==> src/rtl/axis_ramp_pkg.sv <==
// Shared types and constants for the AXI-Stream ramp generator family.
package axis_ramp_pkg;

    typedef enum logic [0:0] {
        StIdle = 1'b0,
        StRun  = 1'b1
    } ramp_state_e;

    localparam logic MODE_CONT   = 1'b0;
    localparam logic MODE_SINGLE = 1'b1;

endpackage

==> src/rtl/axis_ramp_generator_if.sv <==
// AXI4-Stream channel for the ramp generator; tuser exists only when
// AXIS_RAMP_WRAP_FLAG_EN is defined.
interface axis_ramp_generator_if #(
    parameter int unsigned AXIS_TDATA_WIDTH = 32
) ();

    logic [AXIS_TDATA_WIDTH-1:0] tdata;
    logic                        tvalid;
    logic                        tready;
    logic                        tlast;
`ifdef AXIS_RAMP_WRAP_FLAG_EN
    logic                        tuser;
`endif

    modport master (
        output tdata,
        output tvalid,
        output tlast,
`ifdef AXIS_RAMP_WRAP_FLAG_EN
        output tuser,
`endif
        input  tready
    );

    modport slave (
        input  tdata,
        input  tvalid,
        input  tlast,
`ifdef AXIS_RAMP_WRAP_FLAG_EN
        input  tuser,
`endif
        output tready
    );

endinterface

==> src/rtl/axis_ramp_step.sv <==
// Combinational next-value calculator: value + step, reloading start when the
// widened sum passes the inclusive limit.
module axis_ramp_step #(
    parameter int unsigned DATA_WIDTH = 32
) (
    input  logic [DATA_WIDTH-1:0] i_value,
    input  logic [DATA_WIDTH-1:0] i_step,
    input  logic [DATA_WIDTH-1:0] i_start,
    input  logic [DATA_WIDTH-1:0] i_limit,
    output logic [DATA_WIDTH-1:0] o_next,
    output logic                  o_wrap
);

    logic [DATA_WIDTH:0] w_sum;

    // One extra bit so an overflowing sum still compares above the limit.
    always_comb begin
        w_sum  = {1'b0, i_value} + {1'b0, i_step};
        o_wrap = (w_sum > {1'b0, i_limit});
        o_next = o_wrap ? i_start : w_sum[DATA_WIDTH-1:0];
    end

endmodule

==> src/rtl/axis_ramp_generator.sv <==
// Arithmetic ramp source framed into fixed-length AXI-Stream packets.
// Define AXIS_RAMP_WRAP_FLAG_EN to add m_axis.tuser marking wrap-reload beats.
module axis_ramp_generator
    import axis_ramp_pkg::*;
#(
    parameter int unsigned AXIS_TDATA_WIDTH = 32,
    parameter int unsigned CNTR_WIDTH       = 16
) (
    input  logic                        aclk,
    input  logic                        areset,
    input  logic [AXIS_TDATA_WIDTH-1:0] cfg_start,
    input  logic [AXIS_TDATA_WIDTH-1:0] cfg_step,
    input  logic [AXIS_TDATA_WIDTH-1:0] cfg_limit,
    input  logic [CNTR_WIDTH-1:0]       cfg_length,
    input  logic                        cfg_mode,
    input  logic                        run,
    output logic                        busy,
    axis_ramp_generator_if.master       m_axis
);

    ramp_state_e                 r_state;
    logic                        r_run_d;
    logic [AXIS_TDATA_WIDTH-1:0] r_value;
    logic [AXIS_TDATA_WIDTH-1:0] r_start;
    logic [AXIS_TDATA_WIDTH-1:0] r_step;
    logic [AXIS_TDATA_WIDTH-1:0] r_limit;
    logic [CNTR_WIDTH-1:0]       r_last_idx;
    logic [CNTR_WIDTH-1:0]       r_beat;
    logic                        r_mode;
    logic                        r_tvalid;
    logic                        r_tlast;
    logic                        r_wrap;

    logic [AXIS_TDATA_WIDTH-1:0] w_next;
    logic                        w_wrap;
    logic                        w_hs;
    logic                        w_start_req;
    logic [CNTR_WIDTH-1:0]       w_cfg_last_idx;
    logic [CNTR_WIDTH-1:0]       w_beat_inc;

    axis_ramp_step #(
        .DATA_WIDTH (AXIS_TDATA_WIDTH)
    ) u_step (
        .i_value (r_value),
        .i_step  (r_step),
        .i_start (r_start),
        .i_limit (r_limit),
        .o_next  (w_next),
        .o_wrap  (w_wrap)
    );

    always_comb begin
        w_hs           = r_tvalid & m_axis.tready;
        w_start_req    = run & ((cfg_mode == MODE_CONT) | ~r_run_d);
        // A zero length behaves as a one-beat packet.
        w_cfg_last_idx = (cfg_length == '0) ? '0 : cfg_length - CNTR_WIDTH'(1);
        w_beat_inc     = r_beat + CNTR_WIDTH'(1);
    end

    always_ff @(posedge aclk or posedge areset) begin
        if (areset) begin
            r_state    <= StIdle;
            r_run_d    <= 1'b0;
            r_value    <= '0;
            r_start    <= '0;
            r_step     <= '0;
            r_limit    <= '0;
            r_last_idx <= '0;
            r_beat     <= '0;
            r_mode     <= MODE_CONT;
            r_tvalid   <= 1'b0;
            r_tlast    <= 1'b0;
            r_wrap     <= 1'b0;
        end else begin
            r_run_d <= run;
            unique case (r_state)
                StIdle: begin
                    if (w_start_req) begin
                        r_start    <= cfg_start;
                        r_step     <= cfg_step;
                        r_limit    <= cfg_limit;
                        r_last_idx <= w_cfg_last_idx;
                        r_mode     <= cfg_mode;
                        r_value    <= cfg_start;
                        r_beat     <= '0;
                        r_tlast    <= (w_cfg_last_idx == '0);
                        r_tvalid   <= 1'b1;
                        r_wrap     <= 1'b0;
                        r_state    <= StRun;
                    end
                end
                StRun: begin
                    if (w_hs) begin
                        r_value <= w_next;
                        r_wrap  <= w_wrap;
                        if (r_tlast) begin
                            r_beat <= '0;
                            // Packets always finish; run is only consulted here.
                            if ((r_mode == MODE_SINGLE) || !run) begin
                                r_tvalid <= 1'b0;
                                r_tlast  <= 1'b0;
                                r_wrap   <= 1'b0;
                                r_state  <= StIdle;
                            end else begin
                                r_tlast <= (r_last_idx == '0);
                            end
                        end else begin
                            r_beat  <= w_beat_inc;
                            r_tlast <= (w_beat_inc == r_last_idx);
                        end
                    end
                end
                default: r_state <= StIdle;
            endcase
        end
    end

    assign busy          = (r_state == StRun);
    assign m_axis.tdata  = r_value;
    assign m_axis.tvalid = r_tvalid;
    assign m_axis.tlast  = r_tlast;

`ifdef AXIS_RAMP_WRAP_FLAG_EN
    assign m_axis.tuser  = r_wrap;
`else
    logic w_unused_wrap;
    assign w_unused_wrap = r_wrap;
`endif

endmodule

==> src/flat_wrapper.sv <==
// flat-port wrapper written by rule: the top's interface ports become plain ports
module axis_ramp_generator_flat import axis_ramp_pkg::*;
#(
    parameter int unsigned AXIS_TDATA_WIDTH = 32,
    parameter int unsigned CNTR_WIDTH       = 16
)
  (aclk, areset, cfg_start, cfg_step, cfg_limit, cfg_length, cfg_mode, run, busy, m_axis_tdata, m_axis_tvalid, m_axis_tlast, m_axis_tready);
  axis_ramp_generator_if #(.AXIS_TDATA_WIDTH(AXIS_TDATA_WIDTH)) m_axis_i ();
  input  logic aclk;
  input  logic areset;
  input  logic [AXIS_TDATA_WIDTH-1:0] cfg_start;
  input  logic [AXIS_TDATA_WIDTH-1:0] cfg_step;
  input  logic [AXIS_TDATA_WIDTH-1:0] cfg_limit;
  input  logic [CNTR_WIDTH-1:0] cfg_length;
  input  logic cfg_mode;
  input  logic run;
  output logic busy;
  output wire logic [$bits(m_axis_i.tdata)-1:0] m_axis_tdata;
  output wire logic [$bits(m_axis_i.tvalid)-1:0] m_axis_tvalid;
  output wire logic [$bits(m_axis_i.tlast)-1:0] m_axis_tlast;
  input wire logic [$bits(m_axis_i.tready)-1:0] m_axis_tready;
  assign m_axis_tdata = m_axis_i.tdata;
  assign m_axis_tvalid = m_axis_i.tvalid;
  assign m_axis_tlast = m_axis_i.tlast;
  assign m_axis_i.tready = m_axis_tready;
  axis_ramp_generator #(.AXIS_TDATA_WIDTH(AXIS_TDATA_WIDTH), .CNTR_WIDTH(CNTR_WIDTH)) u_core (.aclk(aclk), .areset(areset), .cfg_start(cfg_start), .cfg_step(cfg_step), .cfg_limit(cfg_limit), .cfg_length(cfg_length), .cfg_mode(cfg_mode), .run(run), .busy(busy), .m_axis(m_axis_i));
endmodule
==> config.mk <==
export PLATFORM = sky130hd
export DESIGN_NAME = axis_ramp_generator_flat
export DESIGN_NICKNAME = d
export VERILOG_FILES = /design/src/rtl/axis_ramp_pkg.sv /design/src/rtl/axis_ramp_generator_if.sv /design/src/rtl/axis_ramp_step.sv /design/src/rtl/axis_ramp_generator.sv /design/src/flat_wrapper.sv
export SDC_FILE = /design/constraint.sdc
export NUM_CORES = 1
export LEC_CHECK = 0
export BUFFER_PORTS_ARGS = -buffer_cell sky130_fd_sc_hd__buf_2
export CAP_MARGIN = 20
export CORE_ASPECT_RATIO = 1.5
export CORE_MARGIN = 8
export CORE_UTILIZATION = 62
export CTS_CLUSTER_DIAMETER = 200
export DETAILED_ROUTE_END_ITERATION = 8
export GPL_TIMING_DRIVEN = 0
export PLACE_DENSITY = 0.85
export SETUP_SLACK_MARGIN = 0.2
export SLEW_MARGIN = 25
export SYNTH_ARGS = -nofsm -noshare
export SYNTH_HDL_FRONTEND = slang
export SYNTH_HIERARCHICAL = 1
export SYNTH_SLANG_ARGS = --single-unit
==> constraint.sdc <==
create_clock -name aclk -period 8.7 [get_ports aclk]
set_clock_uncertainty 0.15 [all_clocks]
set_input_delay 1.74 -clock aclk [delete_from_list [all_inputs] [get_ports aclk]]
set_output_delay 1.74 -clock aclk [all_outputs]
set_load 0.02 [all_outputs]
==> out/results.ini <==
[power_and_ir_drop]
switching_share_pct = 45.77
power.internal_mw = 3.214
ir_worst_vdd_uv = 375.6
power_mw = 5.927
seq_power_share_pct = 23.0
power.switching_mw = 2.713
power_frac_comb_pct = 63.5
power.leakage_nw = 6.384
powerDensity_nw_per_um2 = 483.5
pwr-share-clk_pct = 13.5

[clock_network]
clockBufferDepth = 2
clock-sinks = 165
clock_latency_ns = 0.43
post_cts_buffers = 0
cts_resized = 0
ctsHtreeMaxLevel = 4
cts_tree = built
cts_buffers = 17
root_buffer = clkbuf_16
clkTransAtPathRegs_ns = 0.07
hold_buffers = 0

[floorplan]
dieArea_sq_um = 21600
io_pins = 152
start_util_pct = 63.14
core-area_sq_um = 16760
die_y_um = 176.0
die_x_um = 122.7
placementRows = 58

[route]
drt_iter0_markers = 799
avgRoutedWirePerCell_um = 18.85
drc = 0
viasPerCell = 6.089
vias = 10030
ant_nets = 0
dr.pass1.iters = 6
wirelength_mm = 31.06

[critical_path]
r2r_slack_ns = 3.25
cpMostUsedCell = o21ai_0
timing_worst_setup_path_type = reg2reg
path_max_fanout = 10
crit_path_max_incr_delay_ns = 0.44
reg2reg_from = u_core/m_axis.tdata[0]$_DFFE_PP0P_
critical_path.endpoint = u_core/m_axis.tdata[22]$_DFFE_PP0P_
cp.required_ns = 8.84
r2r_end = u_core/m_axis.tdata[22]$_DFFE_PP0P_
cp-end-kind = flop
rr_worst_depth = 21
arrival_ns = 5.59
cp-start-kind = flop
cp_slowest_cell = fa_1
crit_start = u_core/m_axis.tdata[0]$_DFFE_PP0P_
cp_cell_sequence = ha_1 > fa_1 > a211oi_1 > o21ai_0 > nand3_1 > nand3_1 > a31oi_1 > a2111oi_1 > nor4_1 > nor2_1 > ha_1 > nor4_1 > a32oi_1 > o21ai_0 > a41oi_1 > or3b_1 > buf_6 > buf_6 > mux2_4 > mux2i_1 > o21ai_0

[status]
status = finished clean

[min_path]
holdPathStages = 2
hold_path.class = reg2reg

[cells_and_area]
fill_cells = 1247
drive_gt1_share_pct = 16.76
seqCellArea_sq_um = 4129
antenna_cells = 0
multi_input_area_sq_um = 6056
syn2layout_area_growth_pct = 15.80
nets = 1609

[sta]
post-route-period-util_pct = 62.67
max_slew_margin_pct = 34.95
setup_tns_ns = 0
final_hold_viol_count = 0
rsz0062_at_grt = false
drv_slew = 0
timing.final.crit_period_ns = 5.452
timing.fmax_mhz = 183.4
worstMarginPinSlew_ns = 0.9683
setup_viol = 0

[global_routing]
antenna_found_initial = 0
grt_pass1_wl_mm = 50.16
grt_pass1_vias = 10320
track_usage_pct = 29.34
gr-total-overflow = 0
grt_max_degree = 97

[synth]
synth-edff-count = 0
synth_warnings = 6
synth_area_sq_um = 10590
ys_seq_elements = 165
synthesis.instances = 1255
avgSynthCellArea_sq_um = 8.434
synth.distinct_cells = 73
synth_nets = 1439
post-synth-top-count-cell = nand2_1
netlist.area_leader.share_pct = 39.01
synthArstFlopShare_pct = 100.0
synth_top_cells_by_area = dfrtp_1 39%, nand2_1 14%, ha_1 7.8%
synth_largest_area_cell = dfrtp_1
ys.flop_type = dfrtp_1
synth_common_cells = 394 x nand2_1, 165 x dfrtp_1, 85 x o21ai_0, 66 x ha_1, 46 x nor2_1
ys_seq_area_share_pct = 39.01

[placement]
routabilityCongestion = 0.9561
dp_hpwl_mm = 23.52
port-buffer-count = 150

[run]
cap_violations = 0

routing by layer:
layer	track usage, %	vias to the layer above	part of all wire [%]
li1	-	4663	-
met1	31.08	4763	36
met2	52.01	484	52
met3	4.925	124	5.8
met4	19.28	0	6.1
met5	0	-	0
cell usage in the layout (no fill, tap or decap), drive strengths merged, types with 11 or more instances in the layout:
| cell | Yosys | routed |
|---|---|---|
| nor4 | 14 | 14 |
| nor3 | 11 | 11 |
| a21oi | 41 | 41 |
| ha | 66 | 66 |
| mux2 | 28 | 28 |
| xnor2 | 33 | 33 |
| a21o | 19 | 19 |
| clkbuf | 40 | 60 |
| o21ai | 86 | 86 |
| nor2 | 46 | 46 |
| nand3 | 37 | 37 |
| dfrtp | 165 | 165 |
| nand4 | 15 | 15 |
| a31oi | 13 | 13 |
| inv | 44 | 49 |
| xor2 | 26 | 26 |
| nand2 | 394 | 394 |
| o31ai | 19 | 19 |
| buf | 15 | 166 |
| mux2i | 39 | 39 |
layout make-up:
type,instances,area share [%]
plain buffers,55,1.919
clock inverters,12,1.368
well taps,210,2.144
repair buffers,151,6.349
clock buffers,20,3.726
inverters,44,1.409
flip-flops and latches,165,33.68
multi-input cells,991,49.40
cells by family after synthesis:
family	count (synthesis)	share of synthesized area [%]
compound gates	231	13.95
xor+xnor	59	4.882
fa+ha+maj	67	7.991
buf+inv	99	3.782
flops	165	39.01
mux	67	6.986
simple gates	567	23.40
power groups by stage:
stage | clock network, mW | logic (mW) | registers (mW)
after floorplan | 0 | 2.71 | 1.37
after global placement | 0 | 3.52 | 1.36
after detailed placement | 0 | 3.63 | 1.36
after CTS | 0.813 | 3.69 | 1.36
after global routing | 0.843 | 4.09 | 1.39
final | 0.802 | 3.76 | 1.36
worst max-delay path: cells and delay by family (launching register included):
| family | cells | cell delay (ns) |
|---|---|---|
| adder cells (fa/ha/maj) | 3 | 0.89 |
| AND/OR/NAND/NOR | 6 | 1.57 |
| buffers and inverters | 2 | 0.34 |
| AO/OA/AOI/OAI | 8 | 1.49 |
| multiplexers | 2 | 0.47 |
| flip-flops | 1 | 0.40 |
worst min path at each step:
stage | to | start | slack [ns]
after floorplan | u_core/r_start[10]$_DFFE_PP0P_ | u_core/r_start[10]$_DFFE_PP0P_ | 0.29
after global placement | u_core/r_start[7]$_DFFE_PP0P_ | u_core/r_start[7]$_DFFE_PP0P_ | 0.30
after detailed placement | u_core/r_start[10]$_DFFE_PP0P_ | u_core/r_start[10]$_DFFE_PP0P_ | 0.31
after CTS | u_core/r_start[10]$_DFFE_PP0P_ | u_core/r_start[10]$_DFFE_PP0P_ | 0.32
after global routing | u_core/r_limit[20]$_DFFE_PP0P_ | u_core/r_limit[20]$_DFFE_PP0P_ | 0.34
final | u_core/r_limit[14]$_DFFE_PP0P_ | u_core/r_limit[14]$_DFFE_PP0P_ | 0.32
state kept, by name, indices dropped and copies added (netlist names):
register	cells
u_core/r_beat	16
u_core/r_start	32
u_core/r_mode	1
u_core/m_axis.tdata	32
u_core/m_axis.tvalid	1
u_core/r_last_idx	16
u_core/r_run_d	1
u_core/r_limit	32
u_core/busy	1
u_core/r_step	32
u_core/m_axis.tlast	1
stage by stage:
| step | worst slack [ns] | utilization, % | hold slack, ns | cells | cell area, sq um |
|---|---|---|---|---|---|
| after detailed placement | 3.388 | 69.40 | 0.3072 | 1616 | 11630 |
| after CTS | 3.306 | 73.12 | 0.3233 | 1648 | 12260 |
| final | 3.248 | 73.12 | 0.3222 | 1648 | 12260 |
| after global placement | 0.4947 | 69.19 | 0.3022 | 1615 | 11600 |
| after floorplan | 2.348 | - | 0.2901 | 1255 | 10590 |
| after global routing | 2.851 | 73.12 | 0.3420 | 1648 | 12260 |
(Power assumes the default switching activity.)
